<file path="src/rtl/err_pkg.sv">
// Shared types and constants for the line-follower error sampler.
package err_pkg;

   typedef enum logic [2:0] {
      IDLE,
      REQ,
      WAIT_RDY,
      CALC,
      OUT,
      WAIT_TMR
   } err_state_t;

   localparam int NUM_CH = 6;
   localparam logic [2:0] CH_LAST = 3'(NUM_CH - 1);

   localparam int ACC_W = 15;

   localparam logic SIDE_L = 1'b0;
   localparam logic SIDE_R = 1'b1;

   // Weights expressed as left-shift amounts: outer x4, mid x2, inner x1.
   localparam logic [1:0] W_OUTER = 2'd2;
   localparam logic [1:0] W_MID   = 2'd1;
   localparam logic [1:0] W_INNER = 2'd0;

   localparam int ERR_MAX = 511;
   localparam int ERR_MIN = -512;

   function automatic logic [1:0] ch_wshift(input logic [2:0] ch);
      case (ch)
         3'd0, 3'd5: return W_OUTER;
         3'd1, 3'd4: return W_MID;
         default:    return W_INNER;
      endcase
   endfunction

   function automatic logic ch_side(input logic [2:0] ch);
      return (ch >= 3'd3) ? SIDE_R : SIDE_L;
   endfunction

endpackage

</file>
<file path="src/rtl/err_sat10.sv">
// Combinational clamp of a 16-bit signed value into the 10-bit signed error range.
module err_sat10
   import err_pkg::*;
(
   input  logic signed [15:0] din,
   output logic        [9:0]  dout
);

   localparam logic signed [15:0] MAX16 = 16'(ERR_MAX);
   localparam logic signed [15:0] MIN16 = 16'(ERR_MIN);

   always_comb begin
      dout = din[9:0];
      if (din > MAX16)
         dout = 10'h1FF;
      else if (din < MIN16)
         dout = 10'h200;
   end

endmodule

</file>
<file path="src/rtl/err_sampler.sv">
// Sweeps six IR channels through the A2D each sample period and produces a
// saturated right-minus-left steering error for the PID stages.
//
// state    | meaning
// ---------+---------------------------------------------------------
// IDLE     | disabled; waits for en, then starts a sweep
// REQ      | cnv_req pulse for the current chnl
// WAIT_RDY | waits for cnv_rdy, accumulates result, guarded by timeout
// CALC     | registers the shifted and saturated difference
// OUT      | publishes err_sat with err_vld, clears err_fault
// WAIT_TMR | waits for the period timer before the next sweep
module err_sampler
   import err_pkg::*;
#(
   parameter int PERIOD  = 50000,
   parameter int TIMEOUT = 1024,
   parameter int SHIFT   = 2
) (
   input  logic        clk,
   input  logic        rst,
   input  logic        en,
   output logic        cnv_req,
   output logic [2:0]  chnl,
   input  logic        cnv_rdy,
   input  logic [11:0] res,
   output logic [9:0]  err_sat,
   output logic        err_vld,
   output logic        err_fault
);

   localparam int TMR_W  = $clog2(PERIOD + 1);
   localparam int TOUT_W = $clog2(TIMEOUT + 1);

   err_state_t         state;
   logic [TMR_W-1:0]   tmr;
   logic [TOUT_W-1:0]  tout;
   logic [ACC_W-1:0]   sum_l;
   logic [ACC_W-1:0]   sum_r;
   logic [ACC_W-1:0]   res_w;
   logic signed [15:0] diff;
   logic signed [15:0] scaled;
   logic [9:0]         sat_out;
   logic [9:0]         err_calc;
   logic               tout_hit;
   logic               start_sweep;

   assign res_w  = ACC_W'(res) << ch_wshift(chnl);
   assign diff   = signed'({1'b0, sum_r}) - signed'({1'b0, sum_l});
   assign scaled = diff >>> SHIFT;

   err_sat10 u_sat (
      .din  (scaled),
      .dout (sat_out)
   );

   assign tout_hit = (state == WAIT_RDY) && !cnv_rdy && (tout == '0);

   // An overrunning sweep leaves the timer parked at zero, so the next
   // sweep launches straight out of OUT or the timeout abort.
   always_comb begin
      start_sweep = 1'b0;
      if (en) begin
         if (state == IDLE)
            start_sweep = 1'b1;
         else if ((state == OUT || state == WAIT_TMR || tout_hit) && tmr == '0)
            start_sweep = 1'b1;
      end
   end

   always_ff @(posedge clk) begin
      if (rst) begin
         state     <= IDLE;
         tmr       <= '0;
         tout      <= '0;
         sum_l     <= '0;
         sum_r     <= '0;
         err_calc  <= '0;
         cnv_req   <= 1'b0;
         chnl      <= '0;
         err_sat   <= '0;
         err_vld   <= 1'b0;
         err_fault <= 1'b0;
      end else begin
         cnv_req <= 1'b0;
         err_vld <= 1'b0;
         if (tmr != '0)
            tmr <= tmr - 1'b1;

         if (!en) begin
            state <= IDLE;
            chnl  <= '0;
         end else begin
            case (state)
               IDLE: ;
               REQ: begin
                  tout  <= TOUT_W'(TIMEOUT - 1);
                  state <= WAIT_RDY;
               end
               WAIT_RDY: begin
                  if (cnv_rdy) begin
                     if (ch_side(chnl) == SIDE_R)
                        sum_r <= sum_r + res_w;
                     else
                        sum_l <= sum_l + res_w;
                     if (chnl == CH_LAST) begin
                        chnl  <= '0;
                        state <= CALC;
                     end else begin
                        chnl    <= chnl + 1'b1;
                        cnv_req <= 1'b1;
                        state   <= REQ;
                     end
                  end else if (tout == '0) begin
                     err_fault <= 1'b1;
                     chnl      <= '0;
                     state     <= WAIT_TMR;
                  end else begin
                     tout <= tout - 1'b1;
                  end
               end
               CALC: begin
                  err_calc <= sat_out;
                  state    <= OUT;
               end
               OUT: begin
                  err_sat   <= err_calc;
                  err_vld   <= 1'b1;
                  err_fault <= 1'b0;
                  state     <= WAIT_TMR;
               end
               WAIT_TMR: ;
               default: state <= IDLE;
            endcase

            if (start_sweep) begin
               tmr     <= TMR_W'(PERIOD - 1);
               sum_l   <= '0;
               sum_r   <= '0;
               chnl    <= '0;
               cnv_req <= 1'b1;
               state   <= REQ;
            end
         end
      end
   end

endmodule

</file>
<file path="config.mk">
export PLATFORM = sky130hd
export DESIGN_NAME = err_sampler
export DESIGN_NICKNAME = d
export VERILOG_FILES = /design/src/rtl/err_pkg.sv /design/src/rtl/err_sat10.sv /design/src/rtl/err_sampler.sv
export SDC_FILE = /design/constraint.sdc
export NUM_CORES = 1
export LEC_CHECK = 0
export ABC_CLOCK_PERIOD_IN_PS = 3800
export BUFFER_PORTS_ARGS = -buffer_cell sky130_fd_sc_hd__buf_2
export CORE_ASPECT_RATIO = 1.2
export CORE_MARGIN = 4
export CORE_UTILIZATION = 62
export CTS_CLUSTER_SIZE = 12
export DETAILED_ROUTE_END_ITERATION = 16
export PLACE_DENSITY = 0.92
export REMOVE_ABC_BUFFERS = 1
export SYNTH_ARGS = -nofsm -noshare
export SYNTH_HDL_FRONTEND = slang
export SYNTH_HIERARCHICAL = 1
export SYNTH_SLANG_ARGS = --single-unit
</file>
<file path="constraint.sdc">
create_clock -name clk -period 3.8 [get_ports clk]
set_input_delay 0.76 -clock clk [delete_from_list [all_inputs] [get_ports clk]]
set_output_delay 0.76 -clock clk [all_outputs]
set_load 0.05 [all_outputs]
</file>
# == Yosys cells after proc, flatten, opt, wreduce, memory -nomap -nowiden ==
# Cells that the tools add are included.
# word_totals
output_inout_bits,16
word_cells,107
ff_bits,86
inputBits,16
# classes
n_reduce_logical,31
magnitude_cmp,3
n_addsub,6
eq_ne,15
shift,1
n_bitwise,2
mux,37
# op_table
cell,n
15-bit two-way mux,8
16-bit two-way mux,3
15-bit adder,2
11-bit two-way mux,2
11-bit case mux with 2 select lines,1
10-bit two-way mux,2
16-bit logical NOT,1
4-bit AND reduction,4
16-bit nonzero test,1
15-bit by 15-bit subtractor with 16-bit output,1
"16-bit by 1-bit subtractor with 16-bit output, second input constant",1
3-bit two-way mux,5
3-bit case mux with 5 select lines,1
12-bit by 2-bit << shifter with 15-bit output,1
"14-bit by 10-bit > comparator with 1-bit output, second input constant",1
"14-bit by 10-bit less-than comparator with 1-bit output, second input constant",1
"3-bit equality test, second input constant",4
1-bit two-way mux,12
2-bit nonzero test,6
11-bit logical NOT,1
"11-bit by 1-bit subtractor with 11-bit output, second input constant",1
2-bit AND reduction,5
2-bit OR reduction,4
"3-bit by 1-bit equality test with 1-bit output, second input constant",2
other kinds (16),25

# == Logic depth before layout (Yosys ltp) ==
# Gate-level depths: netlist (run 1).
# logic_depth
ltp_word,10
depth_mapped,15
ltp_nobuf,14

# == Cells and area by module ==
# The synthesis (run 1) kept the hierarchy.
# by_module_without_submodules
module,cells_per_inst,area_each_um2,seq_area_each_um2,instances
err_sampler,711,5654.2,1721.7,1
err_sat10,27,182.7,0.0,1

# == Worst setup path before layout (run 1) ==
# No wires, ideal clock.
# synth_timing
path_kind,register to register
start,register chnl[0]
end,register sum_l[14]
setup_ns,0.121
period_less_slack_ns,3.652
setup_slack_ns,0.148
t_arrival_ns,3.532
required_time_ns,3.679
path_buffers,1
stages_incl_launch_ff,13
path_cell_list,dfxtp_1 xnor2_4 clkbuf_1 mux2i_1 o21ai_0 ha_1 a211oi_1 nor2_1 a221o_1 a21o_1 a21oi_2 o32ai_1 mux2_2
# synth_via
elab_chain_len,9
elab_cells_between_ends,17
classes_between,add/sub: 1; order compare: 1; eq/ne: 4; shift: 1; mux: 6; reduce/logical: 4
# synth_rtl
item,line_no,text
from (decl),err_sampler.sv:23,"output logic [2:0] chnl,"
from (signal assigned),err_sampler.sv:109,chnl <= chnl + 1'b1;
"3-bit by 1-bit equality test with 1-bit output, or another cell as far along",err_pkg.sv:30,case (ch)
2-bit OR reduction,err_pkg.sv:30,
2-bit case mux with 2 select lines,err_pkg.sv:30,
12-bit by 2-bit << shifter with 15-bit output,err_sampler.sv:47,assign res_w = ACC_W'(res) << ch_wshift(chnl);
15-bit adder,err_sampler.sv:104,sum_l <= sum_l + res_w;
15-bit two-way mux,err_sampler.sv:101,if (ch_side(chnl) == SIDE_R)
15-bit two-way mux,err_sampler.sv:100,if (cnv_rdy) begin
15-bit two-way mux,err_sampler.sv:93,case (state)
15-bit two-way mux,err_sampler.sv:135,if (start_sweep) begin
to (signal assigned),err_sampler.sv:104,
to (decl),err_sampler.sv:37,logic [ACC_W-1:0] sum_l;
# Several ways; a longest one is shown, not always the timed one. The select of a mux whose other input is x is not followed.
# A chain may end at the register's enable or synchronous reset.

# == Final worst setup path (run 1) ==
# layout_timing
start,register chnl[0]
end,register sum_r[12]
# layout_via
elab_chain_len,9
elab_cells_between_ends,17
classes_between,add/sub: 1; order compare: 1; eq/ne: 3; shift: 1; mux: 6; reduce/logical: 5
# layout_rtl
item,line_no,text
"3-bit by 1-bit equality test with 1-bit output, or another cell as far along",err_pkg.sv:30,
2-bit OR reduction,err_pkg.sv:30,
2-bit case mux with 2 select lines,err_pkg.sv:30,
12-bit by 2-bit << shifter with 15-bit output,err_sampler.sv:47,
15-bit adder,err_sampler.sv:102,sum_r <= sum_r + res_w;
15-bit two-way mux,err_sampler.sv:101,
15-bit two-way mux,err_sampler.sv:100,
15-bit two-way mux,err_sampler.sv:93,
15-bit two-way mux,err_sampler.sv:135,
to (signal assigned),err_sampler.sv:102,
to (decl),err_sampler.sv:38,logic [ACC_W-1:0] sum_r;
# Several ways; a longest one is shown, not always the timed one. The select of a mux whose other input is x is not followed.

==> metrics.md, run 1 <==
| Metric | Value |
|---|---|
| Post-Syn Area | `5840 um2` |
| Setup CP Type | `reg -> reg` |
| Synth area leader | `dfxtp_1` |
| Routed met1 length | `5780 um` |
| Max Used Layer | `met4` |
| Port bufs | `31` |
| Yosys top cell area share | `29.5%` |
| Synth top cells by count | `a21oi_1, nand2_1, dfxtp_1` |
| Setup ws final | `454 ps` |
| Hold Fails Final Rpt | `0` |
| Post-route ant nets | `0` |
| Post-DP HPWL | `10,900 um` |
| Postcts setup bufs | `0` |
| Largest net degree at the start of global routing | `57` |
| Via Count | `5,541` |
| Synth async-reset ratio | `0%` |
| Worst-path clk slew | `100 ps` |
| Slew @ Worst Pin | `608 ps` |
| Outcome | `completed` |
| CTS H-Tree Depth | `3` |
| First-pass iteration count of the detailed router | `5` |
| Worst setup endpoint | `sum_r[12]` |
| Max Fclk | `299 MHz` |
| Flops & latches, synth | `86` |
| Pwr dens | `320 nW/um2` |
| Worst clock skew | `20.4 ps` |
| Die Width | `96.6 um` |
| Leakage power | `2.59 nW` |
| Layout cells sized above 1 | `10.3%` |
| Max-slew headroom | `58.9%` |
| Final #Nets | `826` |
| Final Total Pwr | `0.00202 W` |
| R2r setup slk | `450 ps` |
| WL met3 | `986 um` |
| RR Startpoint | `chnl[0]` |
| Internal power | `0.00140 W` |
| Path depth of the worst reg2reg path | `11` |
| Tmin final | `3350 ps` |
| First-pass GRT wire length | `23,700 um` |
| Num ports | `32` |
| Psw | `0.000613 W` |
| Total Routing Usage GR | `26.9%` |
| Maximum VDD drop | `0.165 mV` |
| Congestion Overflow GR | `0` |
| Max-cap violations | `0` |
| Power share of the combinational group | `17.9%` |
| CP startpoint kind | `flop` |
| Synthesis-to-layout area growth | `7.82%` |
| Skew-Pair Late Insertion Delay | `380 ps` |
| Critical-path maximum fanout | `10` |
| Worst slack at placement | `459 ps` |
| Full die area | `11,000 um2` |
| Post-layout util | `68.9%` |
| Distinct cell type count after synthesis | `66` |
| Top_reg_cell synth | `dfxtp_1` |
| DR WL/cell | `16.1 um` |
| # rows | `38` |
| Met2 WL | `7050 um` |
| Critical Path AT | `3630 ps` |
| CTS tree | `yes` |
| Total wire length after detailed routing | `14,300 um` |
| Syn avg cell area | `7.91 um2` |
| Number of synthesized flops with an enable pin | `0` |
| Endpoints failing setup | `0` |
| Core area | `9130 um2` |
| Slew Limit Fails | `0` |
| Num CTS Buffers | `9` |
| Crit. End Element | `flop` |
| Hold slack | `456 ps` |
| Crit share post-route | `88.1%` |
| Vias per cell | `6.26` |
| Initial core utilization | `63.9%` |
| Hold/Removal Path Class | `reg -> reg` |
| Area contributors post-synth | `dfxtp_1, ha_1, a21oi_1, nand2_1, xnor2_1` |
| Post-CTS Hold Buffers | `0` |
| Antenna violations before repair | `0` |
| Antenna cell count | `0` |
| Flop pwr share | `48.8%` |
| DRC Markers | `0` |
| CTS max path bufs | `2` |
| GP Congestion | `0.961` |
| TNS Setup | `0 ps` |
| Worst reg2reg endpoint | `sum_r[12]` |
| RSZ-0062 raised after global routing | `no` |
| Die Ht | `114 um` |
| Synth warn | `6` |
| Root Buffer | `clkbuf_8` |
| Cts repair resizes | `0` |
| CTS sink cnt | `86` |
| Most frequent cell after synthesis | `a21oi_1` |
| Critical Path Start | `chnl[0]` |
| Data required, critical path | `4080 ps` |
| Mapped Cells | `738` |
| Vias in the first global route | `5,291` |
| Post-synthesis sequential area ratio | `29.5%` |
| Sw Share | `30.4%` |
| Clock power share | `33.2%` |
| DR iter-0 viols | `373` |
sequential cells by signal (all words and copies together), names as in the netlist:
signal and cells:
state 3, cnv_req 1, tmr 16, sum_r 15, err_fault 1, err_vld 1, err_calc 10, chnl 3
err_sat 10, tout 11, sum_l 15
metrics by stage:
| stage | cells | cell area [um2] |
|---|---|---|
| detailed placement | 869 | 6100 |
| global route | 885 | 6290 |
| finish | 885 | 6290 |
| floorplan | 706 | 5700 |
| global placement | 869 | 6100 |
| CTS | 885 | 6290 |
final cells by class:
cell class	instances	area, um2
clock inverter	6	68.8
sequential	86	1720
clock buffer	10	128
fill	735	2840
timing repair buffer	43	245
multi-input combinational	596	3890
tap	120	150
inverter	24	90.1
placed cells by master (no fill, tap or decap), types with 3 or more instances in the layout:
cell type	instances
xnor2_1	28
a21o_1	9
nor4b_1	3
nor2b_1	6
nand2b_1	8
clkbuf_8	9
dfxtp_1	86
o21a_1	7
a31oi_1	6
a21oi_1	96
nand3_1	30
xor2_1	27
or2_2	3
mux2i_1	11
nor3_1	18
nor2_1	54
a311oi_1	4
a2bb2oi_1	9
nor4_1	6
a211oi_1	3
nand2_1	94
nand3b_1	6
nor3b_1	3
buf_4	12
and2_1	5
and3_1	9
buf_2	31
a211o_1	3
inv_1	24
nand4_1	16
ha_1	50
a22o_1	7
or3_1	4
o21ai_0	29
worst min-delay path by stage:
stage / from / end / cells after the start
finish: err_sat[4] / err_sat[4] / 2
global route: err_sat[9] / err_sat[9] / 2
CTS: err_sat[5] / err_sat[5] / 2
detailed placement: err_sat[5] / err_sat[5] / 2
global placement: err_sat[0] / err_sat[0] / 2
floorplan: err_calc[0] / err_sat[0] / 2
layer usage:
layer	track usage, %	vias to the layer above
met5	0	-
met4	12.4	0
met3	4.47	40
met2	46.0	228
met1	32.5	2571
li1	-	2702
cells by family (layout without fill, tap and decap cells):
family | after synthesis | in the layout | share of synthesized area [%]
flip-flops | 86 | 86 | 29.5
XOR/XNOR | 56 | 56 | 8.72
AO/OA/AOI/OAI | 197 | 197 | 20.9
buffers and inverters | 56 | 83 | 3.86
adder cells (fa/ha/maj) | 52 | 52 | 11.1
multiplexers | 12 | 12 | 2.08
AND/OR/NAND/NOR | 279 | 279 | 23.9
power by group through the flow:
stage / clock network (W) / logic (W) / registers [W]
floorplan: 0 / 0.000260 / 0.000996
global placement: 0 / 0.000332 / 0.000998
detailed placement: 0 / 0.000352 / 0.00100
CTS: 0.000670 / 0.000357 / 0.000982
global route: 0.000699 / 0.000397 / 0.000988
finish: 0.000670 / 0.000362 / 0.000984
worst max-delay path, cell delays in order, from the launching register on:
cell	delay, ps
dfxtp_1	430
xnor2_4	400
buf_4	260
mux2i_1	180
o21ai_0	200
ha_1	300
or2_2	310
a2111oi_2	420
nor2_1	140
a311oi_1	330
xnor2_1	100
a22o_1	170
Note: power is estimated with default switching activity, not from simulation.
==> run 2, diff against run 1 <==
- ABC_AREA: unset -> 1
==> run 2 against run 1 <==
Against the previous run:
- design area grew 5.9%
- cell count grew 23%
- non-clock buffer count shrank 9
- sequential power shrank 3.2%
==> metrics.md, run 2 <==
| Metric | Value |
|---|---|
| Outcome | `completed` |
| DR iter-0 viols | `376 (+0.80%)` |
| Initial core utilization | `64.0% (+0.072 points)` |
| Die Width | `98.7 um (+2.2%)` |
| Die Ht | `117 um (+2.2%)` |
| CTS H-Tree Depth | `3 (unchanged)` |
| Placed Cells | `1,070 (+23%)` |
| Slew Limit Fails | `0 (unchanged)` |
| First-pass iteration count of the detailed router | `5 (unchanged)` |
| Skew-Pair Late Insertion Delay | `350 ps (-30 ps)` |
| Antenna cell count | `0 (unchanged)` |
| Layout cells sized above 1 | `10.4% (+0.057 points)` |
| Distinct cell type count after synthesis | `41 (-38%)` |
| Area contributors post-synth | `dfxtp_1, nand2_1, ha_1, a21oi_1, inv_1` |
| Total wire length after detailed routing | `15,300 um (+7.2%)` |
| Post-Syn Area | `6120 um2 (+4.9%)` |
| Max-slew headroom | `55.0% (-3.9 points)` |
| Core area | `9560 um2 (+4.8%)` |
| First-pass GRT wire length | `25,400 um (+7.4%)` |
| Num CTS Buffers | `9 (unchanged)` |
| Storage cell area | `1720 um2 (unchanged)` |
| Top_reg_cell synth | `dfxtp_1` |
| Post-route ant nets | `0 (unchanged)` |
| Max-cap violations | `0 (unchanged)` |
| Cts repair resizes | `0 (unchanged)` |
| Final #Nets | `1,024 (+24%)` |
| CP max-delay cell | `o21ai_0` |
| Vias in the first global route | `5,729 (+8.3%)` |
| Post-synthesis sequential area ratio | `28.1% (-1.4 points)` |
| Full die area | `11,500 um2 (+4.5%)` |
| Root Buffer | `clkbuf_16` |
| Data required, critical path | `4070 ps (about the same)` |
| CP startpoint kind | `flop` |
| Total Routing Usage GR | `27.0% (+0.11 points)` |
| Synth async-reset ratio | `0% (unchanged)` |
| Area of the multi-input gates | `3840 um2 (-1.4%)` |
| Synth area leader | `dfxtp_1` |
| Hold Fails Final Rpt | `0 (unchanged)` |
| CTS sink cnt | `86 (unchanged)` |
| Hold/Removal Path Class | `reg -> reg` |
| Via Count | `6,172 (+11%)` |
| Post-DP HPWL | `11,500 um (+5.2%)` |
| Worst-path clk slew | `70 ps (-30 ps)` |
| Antenna violations before repair | `0 (unchanged)` |
| Port bufs | `31 (unchanged)` |
| Commonest non-fill, non-tap cell in the layout | `nand2_1` |
| # rows | `39 (+2.6%)` |
| Vias per cell | `5.68 (-9.2%)` |
| DRC Markers | `0 (unchanged)` |
| Postcts setup bufs | `0 (unchanged)` |
| Crit share post-route | `89.4% (+1.3 points)` |
| Max FFs per register | `16 (unchanged)` |
| GP Congestion | `0.995 (+3.6%)` |
| Non-filler instance count after layout | `1,086 (+23%)` |
| Critical Path AT | `3670 ps (+40 ps)` |
| Commonest non-fill, non-tap cells in the layout | `nand2_1, inv_1, a21oi_1` |
| Most frequent cell after synthesis | `nand2_1` |
| CTS tree | `yes` |
| Number of synthesized flops with an enable pin | `0 (unchanged)` |
| Biggest register | `tmr` |
| TNS Setup | `0 ps (unchanged)` |
| Syn avg cell area | `6.55 um2 (-17%)` |
| Max Fclk | `294 MHz (-1.5%)` |
| Flops & latches, synth | `86 (unchanged)` |
| Slew @ Worst Pin | `672 ps (+64.3 ps)` |
| DR WL/cell | `14.1 um (-13%)` |
| Congestion Overflow GR | `0 (unchanged)` |
| Pwr dens | `337 nW/um2 (+5.2%)` |
| Slowest stage delay, CP | `540 ps (+110 ps)` |
| Crit. End Element | `flop` |
| Synth warn | `6 (unchanged)` |
| Synth top cells by count | `nand2_1, inv_1, a21oi_1` |
| Largest net degree at the start of global routing | `31 (-46%)` |
| Crit-path cells | `nor2_1 -> o21ai_2 -> inv_1 -> o21ai_0 -> ha_1 -> a21o_1 -> a31oi_1 -> o21ai_0 -> a21oi_1 -> nand2_1 -> nand2_1 -> nand3_1 -> a21oi_1` |
| Leakage power | `3.10 nW (+20%)` |
| Tmin final | `3400 ps (+50.3 ps)` |
| Maximum VDD drop | `0.228 mV (+38%)` |
| Synthesis-to-layout area growth | `8.83%` |
| RSZ-0062 raised after global routing | `no` |
| Post-CTS Hold Buffers | `0 (unchanged)` |
| Critical-path maximum fanout | `17 (+7)` |
| Mapped Cells | `935 (+27%)` |
| Worst clock skew | `8.02 ps (-12.4 ps)` |
| Endpoints failing setup | `0 (unchanged)` |
| Setup CP Type | `reg -> reg` |
| Largest regs | `tmr x16, sum_l x15, sum_r x15` |
| Num ports | `32 (unchanged)` |
| CTS max path bufs | `2 (unchanged)` |
| Fillers | `841 (+14%)` |
| Yosys top cell area share | `28.1% (-1.4 points)` |
-- run 2: cell types whose count changed after synthesis, sizes merged, moves of 10 or more --
cell | before | now
nand2 | 94 | 239
o21ai | 32 | 75
xor2 | 27 | 17
mux2i | 11 | 0
nor2 | 54 | 80
a31oi | 6 | 20
inv | 24 | 120
xnor2 | 29 | 4
nand3 | 30 | 58
-- run 2: through the flow --
step	worst slack, ps	hold slack [ps]	utilization, %	total power (W)	instance area (um2)
after floorplan	565	431	-	0.00120	6010
after global placement	580	444	66.3	0.00128	6340
after detailed placement	479	448	66.3	0.00128	6340
after CTS	462	462	69.7	0.00225	6660
after global routing	12.7	487	69.7	0.00234	6660
final	404	461	69.7	0.00224	6660
-- run 2: cell families (layout without fill, tap and decap cells) --
| family | Yosys count | after routing | synth area share (%) |
|---|---|---|---|
| buffers and inverters | 142 | 170 | 9.22 |
| flip-flops | 86 | 86 | 28.1 |
| AO/OA/AOI/OAI | 222 | 222 | 19.6 |
| AND/OR/NAND/NOR | 414 | 414 | 29.8 |
| adder cells (fa/ha/maj) | 50 | 50 | 10.2 |
| XOR/XNOR | 21 | 21 | 3.00 |
-- run 2: worst paths after layout --
check         startpoint     endpoint  slack (ps)  cells after the start
min          err_calc[2]  err_calc[2]         460                      2
max              chnl[0]    sum_l[13]         400                     13
min reg2reg  err_calc[2]  err_calc[2]         460                      2
max reg2reg      chnl[0]    sum_l[13]         400                     13
-- run 2: layout make-up --
| cell class | instances | area share (%) |
|---|---|---|
| well taps | 123 | 2.31 |
| flip-flops and latches | 86 | 25.8 |
| clock buffers | 10 | 3.44 |
| clock inverters | 6 | 1.41 |
| repair buffers | 34 | 2.67 |
| multi-input cells | 707 | 57.6 |
| inverters | 120 | 6.76 |
-- run 2: layer usage --
metal	vias up	GRT usage (%)	part of all wire, %
met2	227	47.4	48
met3	48	5.51	7.1
met4	0	14.4	3.9
met5	-	0	0
met1	2756	31.2	41
li1	3141	-	-
-- run 2: power breakdown --
part | switching, W | internal [W] | leakage [nW] | total [W]
sequential | 0.0000243 | 0.000929 | 0.698 | 0.000953
clock | 0.000391 | 0.000582 | 0.154 | 0.000974
combinational | 0.000210 | 0.000107 | 2.25 | 0.000317
-- run 2: worst max-delay path, delay by kind of cell, from the launching register on --
family,cells,cell delay (ps)
AO/OA/AOI/OAI,7,1900
adder cells (fa/ha/maj),1,370
buffers and inverters,1,320
flip-flops,1,420
AND/OR/NAND/NOR,4,300
==> run 3, diff against run 2 <==
- CORE_ASPECT_RATIO: 1.2 -> 1.4
- SYNTH_HIERARCHICAL: 1 -> unset
==> run 3 against run 2 <==
Against the previous run:
- flip-flop and latch count is the same
- combinational power shrank 6.6%
- non-clock buffer count grew 1
- worst hold slack gained 12 ps
- sequential power is essentially flat
- largest cell class unchanged
==> metrics.md, run 3 <==
| Metric | Value |
|---|---|
| Outcome | `completed` |
| Crit share post-route | `87.5% (-1.9 points)` |
| Pwr dens | `316 nW/um2 (-6.2%)` |
| DR iter-0 viols | `314 (-16%)` |
| Hold/Removal Path Class | `reg -> reg` |
| Post-Syn Area | `6120 um2 (-0.10%)` |
| Crit path top cell by count | `inv_1` |
| Syn avg cell area | `6.49 um2 (-0.84%)` |
| Root Buffer | `clkbuf_16` |
| Leakage power | `3.25 nW (+4.9%)` |
| TNS Setup | `0 ps (unchanged)` |
| Critical-path maximum fanout | `13 (-4)` |
| Maximum VDD drop | `0.200 mV (-12%)` |
| Setup CP Type | `reg -> reg` |
| RR Startpoint | `chnl[1]` |
| Max FFs per register | `16 (unchanged)` |
| Worst reg2reg endpoint | `sum_l[8]` |
| Hold Path Cell Cnt | `2 (unchanged)` |
| DRC Markers | `0 (unchanged)` |
| Yosys top cell area share | `28.2% (+0.029 points)` |
| Crit. End Element | `flop` |
| Top_reg_cell synth | `dfxtp_1` |
| GP Congestion | `0.911 (-8.5%)` |
| Congestion Overflow GR | `0 (unchanged)` |
| Max-slew headroom | `42.5% (-12 points)` |
| R2r setup slk | `480 ps (+70 ps)` |
| Number of synthesized flops with an enable pin | `0 (unchanged)` |
| Placed Cells | `1,085 (+1.4%)` |
| Area contributors post-synth | `dfxtp_1, nand2_1, ha_1, a21oi_1, inv_1` |
| Synth async-reset ratio | `0% (unchanged)` |
| Post-layout util | `69.5% (-0.18 points)` |
| RSZ-0062 raised after global routing | `no` |
| Synthesis-to-layout area growth | `8.65%` |
| Fillers | `790 (-6.1%)` |
| First-pass GRT wire length | `25,300 um (-0.41%)` |
| Initial core utilization | `63.9% (-0.065 points)` |
| Critical Path AT | `3590 ps (-80 ps)` |
| Full die area | `11,500 um2 (about the same)` |
| Postcts setup bufs | `0 (unchanged)` |
| Final #Nets | `1,028 (+0.39%)` |
| Hold endpoint | `err_sat[3]` |
| Largest net degree at the start of global routing | `54 (+74%)` |
| Antenna cell count | `0 (unchanged)` |
| Slew @ Worst Pin | `859 ps (+186 ps)` |
| Via Count | `6,148 (-0.39%)` |
| Max Fclk | `301 MHz (+2.2%)` |
| Non-filler instance count after layout | `1,101 (+1.4%)` |
| Worst clock skew | `6.62 ps (-1.40 ps)` |
| DR WL/cell | `13.3 um (-5.3%)` |
| Largest regs | `tmr x16, sum_l x15, sum_r x15` |
| CTS H-Tree Depth | `3 (unchanged)` |
| Total Routing Usage GR | `26.2% (-0.80 points)` |
| CP max-delay cell | `dfxtp_1` |
| Flops & latches, synth | `86 (unchanged)` |
| Hold_sp | `err_calc[3]` |
| Most frequent cell after synthesis | `nand2_1` |
| Post-synthesis sequential area ratio | `28.2% (+0.029 points)` |
| Biggest register | `tmr` |
| Slowest stage delay, CP | `390 ps (-150 ps)` |
| Max-cap violations | `0 (unchanged)` |
| Distinct cell type count after synthesis | `46 (+12%)` |
| Crit-path cells | `nor2_1 -> inv_1 -> nor2_1 -> a21oi_1 -> buf_4 -> inv_1 -> nor2_1 -> ha_1 -> inv_1 -> fa_1 -> o21ai_0 -> nand2_1 -> nand3_1 -> inv_1 -> o21ai_0 -> xor2_1 -> nand2_1 -> a21oi_1` |
| Commonest non-fill, non-tap cell in the layout | `nand2_1` |
| Skew-Pair Late Insertion Delay | `340 ps (about the same)` |
| Worst-path clk slew | `70 ps (about the same)` |
| Area after DPL | `6360 um2 (+0.32%)` |
| Num ports | `32 (unchanged)` |
| Path depth of the worst reg2reg path | `18 (+5)` |
| Hold Fails Final Rpt | `0 (unchanged)` |
| Post-CTS Hold Buffers | `0 (unchanged)` |
| Vias per cell | `5.58 (-1.7%)` |
| Die Ht | `126 um (+7.4%)` |
| Commonest non-fill, non-tap cells in the layout | `nand2_1, inv_1, nor2_1` |
| # rows | `42 (+7.7%)` |
| Die Width | `91.9 um (-6.9%)` |
| Post-DP HPWL | `11,000 um (-4.2%)` |
| Synth area leader | `dfxtp_1` |
| First-pass iteration count of the detailed router | `5 (unchanged)` |
| Synth warn | `0 (-6)` |
| Slew Limit Fails | `0 (unchanged)` |
| Total wire length after detailed routing | `14,700 um (-3.9%)` |
| Tmin final | `3320 ps (-72.7 ps)` |
| Post-route ant nets | `0 (unchanged)` |
| Cell area after layout | `6650 um2 (-0.26%)` |
| Endpoints failing setup | `0 (unchanged)` |
| Core area | `9560 um2 (unchanged)` |
| Data required, critical path | `4070 ps (about the same)` |
| Antenna violations before repair | `0 (unchanged)` |
| Mapped Cells | `942 (+0.75%)` |
| CTS tree | `yes` |
| Port bufs | `31 (unchanged)` |
| Final Total Pwr | `0.00210 W (-6.4%)` |
| CP startpoint kind | `flop` |
| CTS sink cnt | `86 (unchanged)` |
| Layout cells sized above 1 | `7.84% (-2.5 points)` |
| CTS max path bufs | `2 (unchanged)` |
| Num CTS Buffers | `9 (unchanged)` |
| Vias in the first global route | `6,020 (+5.1%)` |
| Synth top cells by count | `nand2_1, inv_1, nor2_1` |
## run 3: kinds of logic after synthesis
logic type	after synthesis	synth area share, %
AND/OR/NAND/NOR	436	30.6
AO/OA/AOI/OAI	188	16.5
buffers and inverters	146	9.23
flip-flops	86	28.2
adder cells (fa/ha/maj)	48	10.1
XOR/XNOR	37	5.30
multiplexers	1	0.164
## run 3: worst max-delay path, delay by kind of cell, from the launching register on
family | cells | cell delay, ps
AOI/OAI and AO/OA | 4 | 790
xor gates and xnor gates | 1 | 160
adders and majority gates | 2 | 630
buffers and inverters | 5 | 530
DFF | 1 | 390
and+or+nand+nor | 6 | 760
## run 3: worst max-delay path by stage
stage	cells past startpoint	slack, ps	to	startpoint
after floorplan	17	290	sum_l[8]	chnl[1]
after global placement	20	630	sum_l[8]	chnl[0]
after detailed placement	20	500	sum_r[8]	chnl[0]
after CTS	20	430	sum_l[8]	chnl[0]
after global routing	20	30	sum_r[8]	chnl[0]
final	18	480	sum_l[8]	chnl[1]
## run 3: cell type report
class	instances	area, um2	area share [%]
multi-input combinational	710	3830	57.6
sequential	86	1720	25.9
inverter	122	458	6.89
clock buffer	10	239	3.60
timing repair buffer	35	185	2.79
tap	132	165	2.49
clock inverter	6	46.3	0.697
## run 3: repair_timing
item / in CTS / in global routing
endpoints found under the setup margin: 0 / 1
hold endpoints to repair: 0 / 0
resized for setup: 0 / 1
## run 3: routing by layer
| layer | up-vias | global-route usage (%) | share of wire, % |
|---|---|---|---|
| met5 | - | 0 | 0 |
| met4 | 0 | 14.6 | 4.6 |
| met3 | 56 | 3.73 | 3.6 |
| met2 | 165 | 48.9 | 53 |
| met1 | 2807 | 27.8 | 39 |
| li1 | 3120 | - | - |
## run 3: report_power, final
| group | total [W] | internal, W | switching [W] |
|---|---|---|---|
| logic | 0.000296 | 0.000100 | 0.000195 |
| clock network | 0.000851 | 0.000466 | 0.000385 |
| registers | 0.000954 | 0.000928 | 0.0000256 |
| total | 0.00210 | 0.00149 | 0.000606 |
## run 3: per-stage QoR
step           hold WS, ps  setup WS [ps]
3_3_place_gp           467            629
6_report               472            476
3_5_place_dp           469            496
5_1_grt                514           29.7
4_1_cts                480            432
2_1_floorplan          448            291
